[config.mk]
export PLATFORM = sky130hd
export DESIGN_NAME = uart_tx_fifo
export DESIGN_NICKNAME = d
export VERILOG_FILES = /design/src/rtl/uart_tx_fifo.sv
export SDC_FILE = /design/constraint.sdc
export NUM_CORES = 1
export LEC_CHECK = 0
export ABC_CLOCK_PERIOD_IN_PS = 5100
export CAP_MARGIN = 15
export CORE_ASPECT_RATIO = 1.2
export CORE_MARGIN = 2
export CORE_UTILIZATION = 60
export CTS_BUF_LIST = sky130_fd_sc_hd__clkbuf_4
export DETAILED_ROUTE_END_ITERATION = 12
export PLACE_DENSITY_LB_ADDON = 0.12
export SLEW_MARGIN = 20
export SYNTH_ARGS = -nofsm -noshare
export SYNTH_HDL_FRONTEND = slang
export SYNTH_SLANG_ARGS = --single-unit
[constraint.sdc]
create_clock -name clk -period 5.1 [get_ports clk]
set_input_delay 1.02 -clock clk [delete_from_list [all_inputs] [get_ports clk]]
set_output_delay 1.02 -clock clk [all_outputs]
set_load 0.02 [all_outputs]
[src/rtl/uart_tx_fifo.sv]
// Circular byte FIFO feeding a UART transmitter.
// Paces one launch at a time from the UART busy level.
module uart_tx_fifo #(
  parameter int DEPTH  = 16,
  parameter int ADDR_W = 4
) (
  input  logic              clk,
  input  logic              reset,
  input  logic              wr_en,
  input  logic [7:0]        wr_data,
  output logic              full,
  output logic              empty,
  output logic [ADDR_W:0]   count,
  output logic              overflow,
  output logic              tx_en,
  output logic [7:0]        tx_data,
  input  logic              tx_busy
);

  localparam logic [ADDR_W:0] FULL_CNT =
    (ADDR_W+1)'(DEPTH);

  typedef enum logic [1:0] {
    S_IDLE   = 2'd0,
    S_LAUNCH = 2'd1,
    S_WAIT   = 2'd2
  } state_t;

  state_t state;
  state_t state_nxt;

  logic [7:0]        mem [DEPTH];
  logic [ADDR_W-1:0] wp;
  logic [ADDR_W-1:0] rp;
  logic              push;
  logic              pop;

  assign full  = (count == FULL_CNT);
  assign empty = (count == '0);
  assign push  = wr_en && !full;

  always_ff @(posedge clk) begin
    if (reset) begin
      state <= S_IDLE;
    end else begin
      state <= state_nxt;
    end
  end

  always_comb begin
    state_nxt = state;
    unique case (state)
      S_IDLE: begin
        if (!empty && !tx_busy) begin
          state_nxt = S_LAUNCH;
        end
      end
      S_LAUNCH: begin
        if (tx_busy) begin
          state_nxt = S_WAIT;
        end
      end
      S_WAIT: begin
        if (!tx_busy) begin
          state_nxt = S_IDLE;
        end
      end
      default: state_nxt = S_IDLE;
    endcase
  end

  // Request persists until the slower UART raises busy
  always_comb begin
    pop   = 1'b0;
    tx_en = 1'b0;
    unique case (state)
      S_IDLE:   pop   = !empty && !tx_busy;
      S_LAUNCH: tx_en = 1'b1;
      default:  ;
    endcase
  end

  always_ff @(posedge clk) begin
    if (push && !reset) begin
      mem[wp] <= wr_data;
    end
  end

  always_ff @(posedge clk) begin
    if (reset) begin
      wp       <= '0;
      rp       <= '0;
      count    <= '0;
      overflow <= 1'b0;
      tx_data  <= 8'h00;
    end else begin
      if (push) begin
        wp <= wp + 1'b1;
      end
      if (wr_en && full) begin
        overflow <= 1'b1;
      end
      if (pop) begin
        tx_data <= mem[rp];
        rp      <= rp + 1'b1;
      end
      unique case ({push, pop})
        2'b10:   count <= count + 1'b1;
        2'b01:   count <= count - 1'b1;
        default: ;
      endcase
    end
  end

endmodule

==> run metrics <==
leak pwr ~2.1 nW; final worst slack roughly 1.6 ns; unrepaired setup endpoints after global routing false; drt pass-1 iters 5; Clock Skews 0.0214 ns; Top-Level Pins 29; Critical path destination full; # DRC 0; f_max about 280 MHz; Worst-path clk slew approximately 0.14 ns; most common cell after layout, fill and taps aside edfxtp_1; worst endpoint required time around 4 ns; post-layout min period around 3.5 ns; vias in the first global route 3221; Syn Nets between 400 and 500; H-tree Lvls 4; initial antenna violation count 0; cts bufs inserted 17; Reg-to-Reg End count[4]; Final GP Congestion 0.830; Initial Util 0.617; Syn Inst Count between 300 and 400; predominant post-synthesis flop cell edfxtp_1; Synth Warn # 0; Fin. Hold Viols 0; CTS Hold Bufs 0; total track usage 0.219; PortBufs 28; Setup crit start kind flop; Post-synth EDFFs 128; global-route wire length before repair 17.8 mm; XOR/XNOR Fraction of Synth Area 0.0142; WL final ~12 mm; Worst Tran Pin Value 0.794 ns; Worst setup startpoint count[0]; FF+latch count, synth around 150; Critical Path End Type primary output; std cell rows 40; detail-routed net length per standard cell around 21 microns; largest family of logic cells by synthesized area multiplexers; core area ~10000 sq um; total gr overflow 0; vias after detailed routing 3323; post_cts resized 0; Post-CTS Setup Repair Bufs 0; maximum number of pins on one net before global-route repair 40; drt first-iter violations 240; Die Footprint 11100 sq um; Setup CP Type flop to primary output; reg2reg path depth 8; Worst slew margin 0.469; HP Class flop to flop; r2r setup slk between 2 and 2.5 ns; crit share post-route 0.690; post-synthesis sequential area ratio 0.700; layout cell share with drive strength beyond 1 0.142; n_diodes 0; CTS tree yes; outcome finished clean; Sum Neg Setup Slack 0 ns; Final Net Count about 430; CP Max Fanout 7; Synth Area in Adders 0.0215; PwrDens just over 400 nW/um^2; Die X between 90 and 100 microns; endpoints failing setup 0; synthesized area 6180 sq um; number of max-cap violations 0; mux contribution to synthesized area 0.116; Reg-to-Reg Start state[1]; hold path depth 2; Synth Area in Compound Gates 0.0620; most frequent cells in the layout edfxtp_1, nor2_1, mux2i_1, clkdlybuf4s50_1, dfxtp_1; Via density around 6; clk sink count 152; FFs w/ async S/R, synth 0; clock latency on the worst-skew pair approximately 0.53 ns; post-DP HPWL ~7.6 mm; Final ANT Viol Nets 0; Critical Path AT approximately 2.5 ns; Slew Limit Fails 0; Syn Area/Cell ~16 sq um; die span in y ~120 microns; area grow syn2layout 9.72%; post-synth cell types 42; Synth Area in Simple Gates 0.0634; clock buffer depth 2; maximum vdd drop 0.174 mV; clock root buffer master clkbuf_4; Setup WS pre-CTS just over 1 ns
==> through the flow <==
| stage | cell area [sq um] | hold WS [ns] | util | std cells | power, mW |
|---|---|---|---|---|---|
| 2_1_floorplan | 6180 | 0.483 | - | 381 | 1.96 |
| 3_3_place_gp | 6520 | 0.450 | 0.651 | 518 | 2.15 |
| 3_5_place_dp | 6520 | 0.464 | 0.651 | 518 | 2.17 |
| 4_1_cts | 6780 | 0.495 | 0.677 | 550 | 2.83 |
| 5_1_grt | 6780 | 0.529 | 0.677 | 550 | 2.93 |
| 6_report | 6780 | 0.489 | 0.677 | 550 | 2.80 |
==> synthesized netlist by cell type, types with 2 or more instances <==
cell type,n,area (sq um)
a311oi_1,3,26.3
ha_1,9,113
xnor2_1,4,35.0
a22oi_1,3,22.5
dfxtp_1,24,480
edfxtp_1,128,3840
nand3b_1,4,30.0
a21o_1,2,15.0
nand2_1,9,33.8
a311oi_2,5,75.1
nor2b_1,4,25.0
or3b_1,2,17.5
a21oi_1,4,20.0
mux2i_1,46,460
mux4_2,11,248
clkbuf_1,4,15.0
inv_1,3,11.3
and3_1,2,12.5
nor3_1,6,30.0
buf_1,2,7.51
xor2_1,6,52.6
o211ai_2,3,37.5
buf_6,5,56.3
or3_1,2,12.5
nor2_1,46,173
buf_2,8,40.0
o22ai_1,21,131
==> worst max-delay path: stages, from the launching register on <==
cell             delay, ns
dfxtp_1               0.41
or4_1                 0.74
nor2_1                0.20
clkdlybuf4s50_1       0.62
==> final cells by class <==
type,count,area [sq um]
fill,717,3230
inverter,4,15.0
sequential,152,4330
multi-input combinational,205,1710
tap,126,158
clock buffer,18,135
timing repair buffer,31,303
clock inverter,14,128
==> metal layers <==
layer,share of wire,global-route usage,wire length [microns],vias up
met3,0.048,0.0553,558,21
li1,-,-,-,1537
met5,0,0,0,-
met4,0.027,0.100,311,0
met2,0.50,0.355,5820,109
met1,0.42,0.285,4900,1656
==> worst min path at each step <==
stage	start	endpoint	slack, ns
floorplan	state[1]	state[0]	0.48
global placement	overflow	overflow	0.45
detailed placement	overflow	overflow	0.46
CTS	overflow	overflow	0.50
global route	overflow	overflow	0.53
finish	overflow	overflow	0.49
==> state kept, by name (all words and copies together) (netlist names) <==
name,cells
mem,128
tx_data,8
count,5
rp,4
wp,4
state,2
overflow,1
==> cells by family (layout without fill, tap and decap cells) <==
| logic type | count (synthesis) | after routing |
|---|---|---|
| fa+ha+maj | 10 | 10 |
| compound gates | 45 | 45 |
| mux | 58 | 58 |
| buf+inv | 24 | 67 |
| simple gates | 82 | 82 |
| flops | 152 | 152 |
| xor+xnor | 10 | 10 |
==> power by group <==
part	internal [mW]	switching (mW)	leakage, nW
Combinational	0.282	0.376	0.642
Clock	0.248	0.422	0.126
Sequential	1.42	0.0587	1.35
Total	1.95	0.857	2.12
No activity file was read; power rests on OpenSTA's default activity.
